--- src/rtl/fetch_pc_gen.sv ---
// ============================================================================
// Module   : fetch_pc_gen
// Brief    : IF-stage PC generator with branch/flush redirect and a one-entry
//            pending-redirect buffer. Optional macro PC_ALIGN_CHECK_EN adds
//            a pc_misalign output that also suppresses rom_en.
// Revision : 1.0 - initial release
// ============================================================================
`default_nettype none

module fetch_pc_gen #(
    parameter int                    ADDR_WIDTH = 32,
    parameter logic [ADDR_WIDTH-1:0] RESET_PC   = 32'hBFC0_0000,
    parameter int                    PC_STEP    = 4
) (
    input  logic                  clk,
    input  logic                  rst,
    input  logic                  stall,
    input  logic                  rom_ready,
    input  logic                  branch_flag,
    input  logic [ADDR_WIDTH-1:0] branch_addr,
    input  logic                  flush,
    input  logic [ADDR_WIDTH-1:0] flush_pc,
    output logic [ADDR_WIDTH-1:0] pc,
    output logic                  rom_en,
    output logic                  pending_valid
`ifdef PC_ALIGN_CHECK_EN
    ,
    output logic                  pc_misalign
`endif
);

    typedef enum logic [0:0] {
        ST_BOOT  = 1'b0,
        ST_FETCH = 1'b1
    } state_t;

    state_t                r_state;
    state_t                w_state_nxt;
    logic [ADDR_WIDTH-1:0] r_pending_addr;
    logic [ADDR_WIDTH-1:0] w_pending_addr_nxt;
    logic [ADDR_WIDTH-1:0] w_pc_nxt;
    logic                  w_pending_valid_nxt;
    logic                  w_advance;
    logic                  w_rom_en_nxt;

    assign w_advance = ~stall & rom_ready;

    always_comb begin
        w_state_nxt         = r_state;
        w_pc_nxt            = pc;
        w_pending_valid_nxt = pending_valid;
        w_pending_addr_nxt  = r_pending_addr;
        case (r_state)
            ST_BOOT: begin
                w_state_nxt = ST_FETCH;
            end
            ST_FETCH: begin
                if (flush) begin
                    w_pc_nxt            = flush_pc;
                    w_pending_valid_nxt = 1'b0;
                end else if (w_advance) begin
                    if (pending_valid) begin
                        w_pc_nxt            = r_pending_addr;
                        w_pending_valid_nxt = 1'b0;
                    end else if (branch_flag) begin
                        w_pc_nxt = branch_addr;
                    end else begin
                        w_pc_nxt = pc + ADDR_WIDTH'(PC_STEP);
                    end
                end else if (branch_flag && !pending_valid) begin
                    // First redirect seen while held wins; later ones are dropped.
                    w_pending_addr_nxt  = branch_addr;
                    w_pending_valid_nxt = 1'b1;
                end
            end
            default: begin
                w_state_nxt = ST_BOOT;
            end
        endcase
    end

`ifdef PC_ALIGN_CHECK_EN
    logic w_load;
    logic w_misalign_nxt;

    assign w_load         = (r_state == ST_FETCH) & (flush | w_advance);
    assign w_misalign_nxt = w_load ? (w_pc_nxt[1:0] != 2'b00) : pc_misalign;
    assign w_rom_en_nxt   = (w_state_nxt == ST_FETCH) & ~w_misalign_nxt;

    always_ff @(posedge clk or posedge rst) begin
        if (rst) begin
            pc_misalign <= 1'b0;
        end else begin
            pc_misalign <= w_misalign_nxt;
        end
    end
`else
    assign w_rom_en_nxt = (w_state_nxt == ST_FETCH);
`endif

    always_ff @(posedge clk or posedge rst) begin
        if (rst) begin
            r_state        <= ST_BOOT;
            pc             <= RESET_PC;
            rom_en         <= 1'b0;
            pending_valid  <= 1'b0;
            r_pending_addr <= '0;
        end else begin
            r_state        <= w_state_nxt;
            pc             <= w_pc_nxt;
            rom_en         <= w_rom_en_nxt;
            pending_valid  <= w_pending_valid_nxt;
            r_pending_addr <= w_pending_addr_nxt;
        end
    end

endmodule

`default_nettype wire

--- config.mk ---
export PLATFORM = sky130hd
export DESIGN_NAME = fetch_pc_gen
export DESIGN_NICKNAME = d
export VERILOG_FILES = /design/src/rtl/fetch_pc_gen.sv
export SDC_FILE = /design/constraint.sdc
export NUM_CORES = 1
export LEC_CHECK = 0
export CAP_MARGIN = 10
export CORE_ASPECT_RATIO = 0.9
export CORE_MARGIN = 5
export CORE_UTILIZATION = 23
export DETAILED_ROUTE_END_ITERATION = 8
export DONT_BUFFER_PORTS = 1
export SLEW_MARGIN = 5
export SYNTH_ARGS = -nofsm -noshare
export SYNTH_HDL_FRONTEND = slang
export SYNTH_SLANG_ARGS = --single-unit
export TNS_END_PERCENT = 30
--- constraint.sdc ---
create_clock -name clk -period 2.7 [get_ports clk]
set_clock_uncertainty 0.15 [all_clocks]
set_input_delay 0.54 -clock clk [delete_from_list [all_inputs] [get_ports clk]]
set_output_delay 0.54 -clock clk [all_outputs]
set_load 0.01 [all_outputs]
# [Word-level counts from Yosys, hierarchy flattened]
# Index checks and enable logic that the tools add are counted.
[totals] output_inout_bits=34 wordCells=23 reg_bits=66 input_bits=70
[classes] reduce_logical=7 n_bitwise=4 add_sub_neg=1 mux=7
[ops] operator="2-to-1 mux 32 bit" n=4
[ops] operator="adder 32 x 3 -> 32 bit, second input constant" n=1
[ops] operator="AND reduction 2 bit" n=2
[ops] operator="AND reduction 4 bit" n=1
[ops] operator="2-to-1 mux 1 bit" n=3
[ops] operator="NOT 1 bit" n=3
[ops] operator="nonzero test 3 bit" n=1
[ops] operator="nonzero test 2 bit" n=1
[ops] operator="bitwise AND 1 bit" n=1
[ops] operator="logical AND 1 bit" n=1
[ops] operator="logical NOT 1 bit" n=1

# [Logic depth before layout (Yosys ltp)]
# Gate-level depths: netlist of run 1.
[logic_depth] word_depth=5 mapped_depth=8 ltp_nobuf=6

# [Worst setup path after synthesis of run 1]
# OpenSTA, ideal clock, no wires.
[synth_path] path_type="register to register" startpoint="register pc[2]" endpoint="register pc[16]" path_buffers=0 t_required_ns=2.486 setup_time_ns=0.064 stages_incl_launch_ff=7 period_less_slack_ns=2.145 setup_slack_ns=0.555 t_arrival_ns=1.931 cell_sequence="dfrtp_1 > ha_1 > and4_1 > nand4_2 > or4_1 > a211oi_1 > a21o_1"
[synth_via] elab_chain_len=5
[synth_rtl] element="start, declared" line_no="23" rtl="output logic [ADDR_WIDTH-1:0] pc,"
[synth_rtl] element="start signal, assigned" line_no="110" rtl="pc <= w_pc_nxt;"
[synth_rtl] element="adder 32 x 3 -> 32 bit" line_no="68" rtl="w_pc_nxt = pc + ADDR_WIDTH'(PC_STEP);"
[synth_rtl] element="2-to-1 mux 32 bit" line_no="65" rtl="end else if (branch_flag) begin"
[synth_rtl] element="2-to-1 mux 32 bit" line_no="62" rtl="if (pending_valid) begin"
[synth_rtl] element="2-to-1 mux 32 bit" line_no="61" rtl="end else if (w_advance) begin"
[synth_rtl] element="2-to-1 mux 32 bit" line_no="58" rtl="if (flush) begin"
# Every way passes these cells. The select of a mux whose other input is x is not followed.
# A chain may end at the register's enable or synchronous reset.

# [Worst setup path after layout of run 1]
# Ends and elaborated chain as after synthesis.

==> results.yml, run 1 <==
status:
  outcome: "finished, final reports clean"
layout:
  final_common_cell: "sky130_fd_sc_hd__dfrtp_1"
  area.sequential_sq_um: 1664
  drive_above_1_share: 0.1438
  nets: 504
  finish.instance_area_sq_um: 4691
  count_of_filler_cells_inserted_in_the_layout: 1813
  postLayoutCoreUtil: 0.2759
  multiInputGateArea_sq_um: 2191
  layout-area-overhead-vs-synth_pct: 17.19
  final_cell_mix: "56 x sky130_fd_sc_hd__dfrtp_1, 46 x sky130_fd_sc_hd__nand2_1, 32 x sky130_fd_sc_hd__o21ai_0"
routing:
  drt_pre_antenna_iters: 5
  detail_route.wl_per_cell_microns: 21.04
  postRouteAntennaNets: 0
  detailroute.via_count: 3689
  via_per_inst: 5.473
  drt-total-wl_mm: 14.18
  drt-initial-drc-count: 403
  drcViolationCount: 0
synthesis:
  yosys.area.top_type: "sky130_fd_sc_hd__dfrtp_1"
  synth.top_cells.by_area: "sky130_fd_sc_hd__dfrtp_1 36%, sky130_fd_sc_hd__mux2_1 6.2%, sky130_fd_sc_hd__dfstp_2 5.9%"
  synthDominantCellAreaShare: 0.3564
  ys_async_sr_fraction: 1.000
  cells_after_synthesis: 436
  post_synth_num_cell_types: 58
  number_of_synthesized_flops_with_an_enable_pin: 0
  yosys_most_used_dff: "sky130_fd_sc_hd__dfrtp_1"
  syn-cell-area_sq_um: 4003
  synth.avg_cell_area_sq_um: 9.180
  ys_seq_area_frac: 0.4154
  synthesis.nets: 507
  ys_seq_elements: 66
  synth-warning-count: 0
grt:
  global_route.usage.met2: 0.2106
  globalRouteTotalUtil: 0.1408
  gr_overflow_total: 0
  grt_first_pass_wirelength_mm: 21.64
  grt_antenna_before_repair: 1
  first_global_vias: 3595
  maximum_number_of_pins_on_one_net_before_global_route_repair: 56
  grt_use_met1: 0.1792
  gr-usage-met3: 0.05788
  global_route.peak_usage_layer: "met2"
timing:
  hold_violations: 0
  slew_headroom: 0.4744
  timing.final.setup_violations: 0
  hold-worst-slack_ns: 0.1821
  post-route-min-period_ns: 2.501
  period_utilization_post_route: 0.9261
  tightest_slew_ns: 0.7885
  timing_max_transition_violations_final: 0
  totalNegativeSetupSlack_ns: 0
  max_clock_freq_mhz: 399.9
  grt_setup_unrepaired: "false"
clocking:
  cts.sink_count: 66
  cts_root_buffer: "sky130_fd_sc_hd__clkbuf_16"
  clkSlewWorstSetupHoldPaths_ns: 0.06
  ctsHtreeMaxLevel: 3
  cts_buffers: 9
  worstSkewPairLatency_ns: 0.34
  cts.path.max_buffers: 2
  cts_tree: "yes"
critical_path:
  critical_path.max_stage_delay_ns: 0.52
  crit_arrival_ns: 2.62
  reg2regPathDepth: 6
  cp_max_fo: 8
  path_cells: "ha_1 > and4_1 > nand4_2 > or4_1 > a211oi_1 > a21o_1"
  worst_ep_required_time_ns: 2.82
  cp-start-kind: "register"
  worst-setup-path-type: "reg2reg"
  timing.critical_path.to_type: "register"
  crit_slowest_cell: "sky130_fd_sc_hd__or4_1"
power_and_ir_drop:
  leakagePower_nw: 1.775
  power.density_cell_area_nw_per_um2: 745.3
  p_sw_mw: 1.086
  sequentialPowerShare: 0.445
  power.clock.fraction: 0.380
  cellInternalPower_mw: 2.410
  combinationalPowerShare: 0.176
  worst_ir_drop_vdd_mv: 0.3529
  switching_share: 0.3106
  post-layout-total-power_mw: 3.496
min_path:
  hold_class: "in2reg"
  hold-path-cell-count: 1
die:
  start_util: 0.2354
  die_w_microns: 149.1
  ioPinCount: 104
  fp.dieH_microns: 135.2
  die_area_sq_um: 20140
  design.core.area_sq_um: 17000
  rows: 45
place:
  dp_hpwl_mm: 10.41
  gpl.final_weighted_congestion: 0.8422
  placed_area_sq_um: 4339
  io_buffer_count: 0
flow_run:
  max-cap-violations: 0
==> synthesized netlist by cell type, types with 10 or more instances <==
cell and count:
sky130_fd_sc_hd__nand2b_1 15, sky130_fd_sc_hd__nor2_1 26, sky130_fd_sc_hd__clkbuf_1 26, sky130_fd_sc_hd__o31ai_1 11, sky130_fd_sc_hd__a221oi_1 15, sky130_fd_sc_hd__nand3_1 17, sky130_fd_sc_hd__nand2_1 46, sky130_fd_sc_hd__mux2_1 22
sky130_fd_sc_hd__o21ai_0 32, sky130_fd_sc_hd__dfrtp_1 57, sky130_fd_sc_hd__a32o_1 10, sky130_fd_sc_hd__a21oi_1 19
==> sequential cells by signal, indices dropped and copies added, names as in the netlist <==
signal          flops
pc                 32
r_pending_addr     32
pending_valid       1
r_state             1
==> path summary, 6_finish.rpt <==
path                            slack, ns          startpoint            endpoint
worst max-delay path                 0.20               pc[2]              pc[16]
worst min-delay path                 0.18     branch_addr[27]  r_pending_addr[27]
worst max register to register       0.20               pc[2]              pc[16]
worst min register to register       0.34  r_pending_addr[11]  r_pending_addr[11]
max in group asynchronous            1.30                 rst              pc[25]
min in group asynchronous            0.46                 rst   r_pending_addr[5]
==> layout make-up <==
type / instances / area share
diodes: 1 / 0.0005335
clock buffers: 12 / 0.05682
clock inverters: 4 / 0.01547
inverters: 10 / 0.008002
multi-input cells: 328 / 0.4671
flip-flops and latches: 66 / 0.3548
well taps: 235 / 0.06268
repair buffers: 18 / 0.03468
==> cell families (layout without fill, tap and decap cells) <==
group / count (synthesis) / in the layout / synth area share
compound gates: 138 / 138 / 0.2373
xor+xnor: 1 / 1 / 0.002189
fa+ha+maj: 1 / 1 / 0.003125
buf+inv: 42 / 44 / 0.04095
flops: 66 / 66 / 0.4154
mux: 35 / 35 / 0.09722
other cells: 1 / 2 / 0.0009369
simple gates: 152 / 152 / 0.2029
==> power by group through the flow <==
| stage | clock network (mW) | logic, mW | registers [mW] |
|---|---|---|---|
| 2_1_floorplan | 0 | 0.475 | 1.47 |
| 3_3_place_gp | 0 | 0.589 | 1.55 |
| 3_5_place_dp | 0 | 0.614 | 1.57 |
| 4_1_cts | 1.36 | 0.617 | 1.55 |
| 5_1_grt | 1.40 | 0.689 | 1.59 |
| 6_report | 1.33 | 0.614 | 1.55 |
==> worst max-delay path: cells and delay by family (launching register included) <==
| kind | cells | cell delay, ns |
|---|---|---|
| adder cells (fa/ha/maj) | 1 | 0.27 |
| AO/OA/AOI/OAI | 2 | 0.42 |
| AND/OR/NAND/NOR | 3 | 1.12 |
| flip-flops | 1 | 0.48 |
==> stage by stage <==
stage | worst slack, ns | cells
CTS | 0.1784 | 673
global route | 0.04885 | 674
floorplan | 0.3701 | 436
detailed placement | 0.1943 | 656
finish | 0.1995 | 674
global placement | 0.2813 | 656
==> timing repair <==
item | 4_1_cts | 5_1_grt
buffers inserted | 0 | 0
hold buffers | 1 | 0
endpoints found under the hold margin | 11 | 0
endpoints found under the setup margin | 0 | 0
gates resized for setup | 0 | 0
==> per-layer routing <==
layer / wire, microns / vias up
met5: 0 / -
met2: 6406 / 164
met4: 345 / 0
li1: - / 1651
met3: 1487 / 23
met1: 5943 / 1851
No activity file was read; power rests on OpenSTA's default activity.
==> run 2: changes to the inputs <==
- clock period: 2.7 -> 2.05 ns (I/O delays scaled with it)
==> run 2 against run 1 <==
  * Power grew 28%
  * Clock power grew 6%
  * Register-to-register slack lost 0.14 ns
  * Wire length grew 2.4%
  * Fmax grew 25%
  * Die area is the same
  * Final cell count grew 6.5%
  * Via count grew 4.2%
  * Non-clock buffer count grew 42
  * Core utilization grew 1.9 points
  * Sequential share of layout area shrank 2.2 points
  * Critical path type unchanged
  * Largest cell class unchanged
  * Highest routed layer unchanged
==> results.yml, run 2 (synthesis gave the netlist of run 1 again) <==
layout:
  count_of_filler_cells_inserted_in_the_layout: 1791
  final_cell_mix: "56 x sky130_fd_sc_hd__dfrtp_1, 55 x sky130_fd_sc_hd__buf_4, 46 x sky130_fd_sc_hd__nand2_1"
  layout_top_registers: "pc x32, r_pending_addr x32"
  multiInputGateArea_sq_um: 2226
  area.sequential_sq_um: 1664
  final_common_cell: "sky130_fd_sc_hd__dfrtp_1"
  finish.instance_area_sq_um: 5007
  postLayoutCoreUtil: 0.2945
  final_cell_count_no_fill: 718
  drive_above_1_share: 0.2250
  nets: 546
  layout-area-overhead-vs-synth_pct: 25.10
critical_path:
  timing.critical_path.to_type: "register"
  reg2regPathDepth: 6
  cp-start-kind: "register"
  cp_max_fo: 5
  worstSetupEndpoint: "pc[16]"
  worst-setup-path-type: "reg2reg"
  worst_setup_path_startpoint: "pc[3]"
  r2r-end: "pc[16]"
  setup.reg_to_reg.worst_slack_ns: 0.06
  crit_arrival_ns: 2.11
  r2r_start: "pc[3]"
  worst_ep_required_time_ns: 2.17
place:
  dp_hpwl_mm: 10.82
  placed_cells: 697
  io_buffer_count: 0
  place_ws_ns: -0.3448
  placed_area_sq_um: 4676
  gpl.final_weighted_congestion: 0.8734
grt:
  maximum_number_of_pins_on_one_net_before_global_route_repair: 67
  grt_antenna_before_repair: 1
  grt_first_pass_wirelength_mm: 22.35
  gr_overflow_total: 0
  globalRouteTotalUtil: 0.1429
  first_global_vias: 3705
clocking:
  clkSlewWorstSetupHoldPaths_ns: 0.05
  cts_tree: "yes"
  cts_buffers: 9
  cts.path.max_buffers: 2
  cts.sink_count: 66
  ctsHtreeMaxLevel: 3
  worstSkewPairLatency_ns: 0.33
  cts_root_buffer: "sky130_fd_sc_hd__clkbuf_16"
min_path:
  hold-path-cell-count: 1
  hold_class: "in2reg"
routing:
  drt-initial-drc-count: 331
  detail_route.wl_per_cell_microns: 20.24
  drt_pre_antenna_iters: 6
  postRouteAntennaNets: 0
  drt-total-wl_mm: 14.53
  drcViolationCount: 0
  via_per_inst: 5.352
  detailroute.via_count: 3843
die:
  die_area_sq_um: 20140
  ioPinCount: 104
  rows: 45
  start_util: 0.2354
  die_w_microns: 149.1
  design.core.area_sq_um: 17000
  fp.dieH_microns: 135.2
timing:
  totalNegativeSetupSlack_ns: 0
  post-route-min-period_ns: 1.995
  hold_violations: 0
  max_clock_freq_mhz: 501.3
  timing.final.setup_violations: 0
  tightest_slew_ns: 0.8131
  hold-worst-slack_ns: 0.06445
  period_utilization_post_route: 0.9730
  timing_max_transition_violations_final: 0
  slew_headroom: 0.4555
  grt_setup_unrepaired: "true"
  finalWorstSetupSlack_ns: 0.05533
power_and_ir_drop:
  power.density_cell_area_nw_per_um2: 894.7
  leakagePower_nw: 1.965
  post-layout-total-power_mw: 4.480
  worst_ir_drop_vdd_mv: 0.4512
flow_run:
  max-cap-violations: 0
status:
  outcome: "finished, final reports clean"
run 2: metal layers:
layer | global-route usage | vias up | share of wire | wire (microns)
met5 | 0 | - | 0 | 0
met1 | 0.1806 | 1898 | 0.40 | 5845
met2 | 0.2209 | 189 | 0.46 | 6613
met4 | 0.04118 | 0 | 0.014 | 205
met3 | 0.06390 | 16 | 0.13 | 1865
li1 | - | 1740 | - | -
run 2: critical path, cell delays in order (launching register included):
cell	delay, ns
sky130_fd_sc_hd__dfrtp_1	0.35
sky130_fd_sc_hd__ha_1	0.18
sky130_fd_sc_hd__and4_4	0.27
sky130_fd_sc_hd__nand4_2	0.13
sky130_fd_sc_hd__or4_1	0.52
sky130_fd_sc_hd__a211oi_2	0.23
sky130_fd_sc_hd__a21o_1	0.10
run 2: where the power goes:
part / internal, mW / switching [mW] / leakage (nW)
combinational: 0.545 / 0.675 / 1.06
clock: 0.887 / 0.524 / 0.131
sequential: 1.64 / 0.209 / 0.778
total: 3.07 / 1.41 / 1.97
run 2: worst min-delay path by stage:
| stage | slack (ns) | endpoint | from |
|---|---|---|---|
| 2_1_floorplan | 0.31 | r_pending_addr[0] | r_pending_addr[0] |
| 3_3_place_gp | 0.27 | r_pending_addr[24] | rst |
| 3_5_place_dp | 0.27 | pc[21] | rst |
| 4_1_cts | 0.04 | pc[1] | flush |
| 5_1_grt | 0.05 | pc[1] | flush |
| 6_report | 0.06 | r_pending_addr[28] | branch_addr[28] |
run 2: cell type report:
class	count	share of cell area
diodes	3	0.001499
clock buffers	16	0.05422
inverters	10	0.008246
multi-input cells	328	0.4445
flip-flops and latches	66	0.3323
well taps	235	0.05872
repair buffers	60	0.1004
run 2: what timing repair did:
item / CTS / global route
pin swaps: 1 / 1
endpoints found under the setup margin: 19 / 16
hold buffers: 1 / 0
hold endpoints to repair: 57 / 0
gates resized for setup: 2 / 8
buffers inserted: 1 / 0
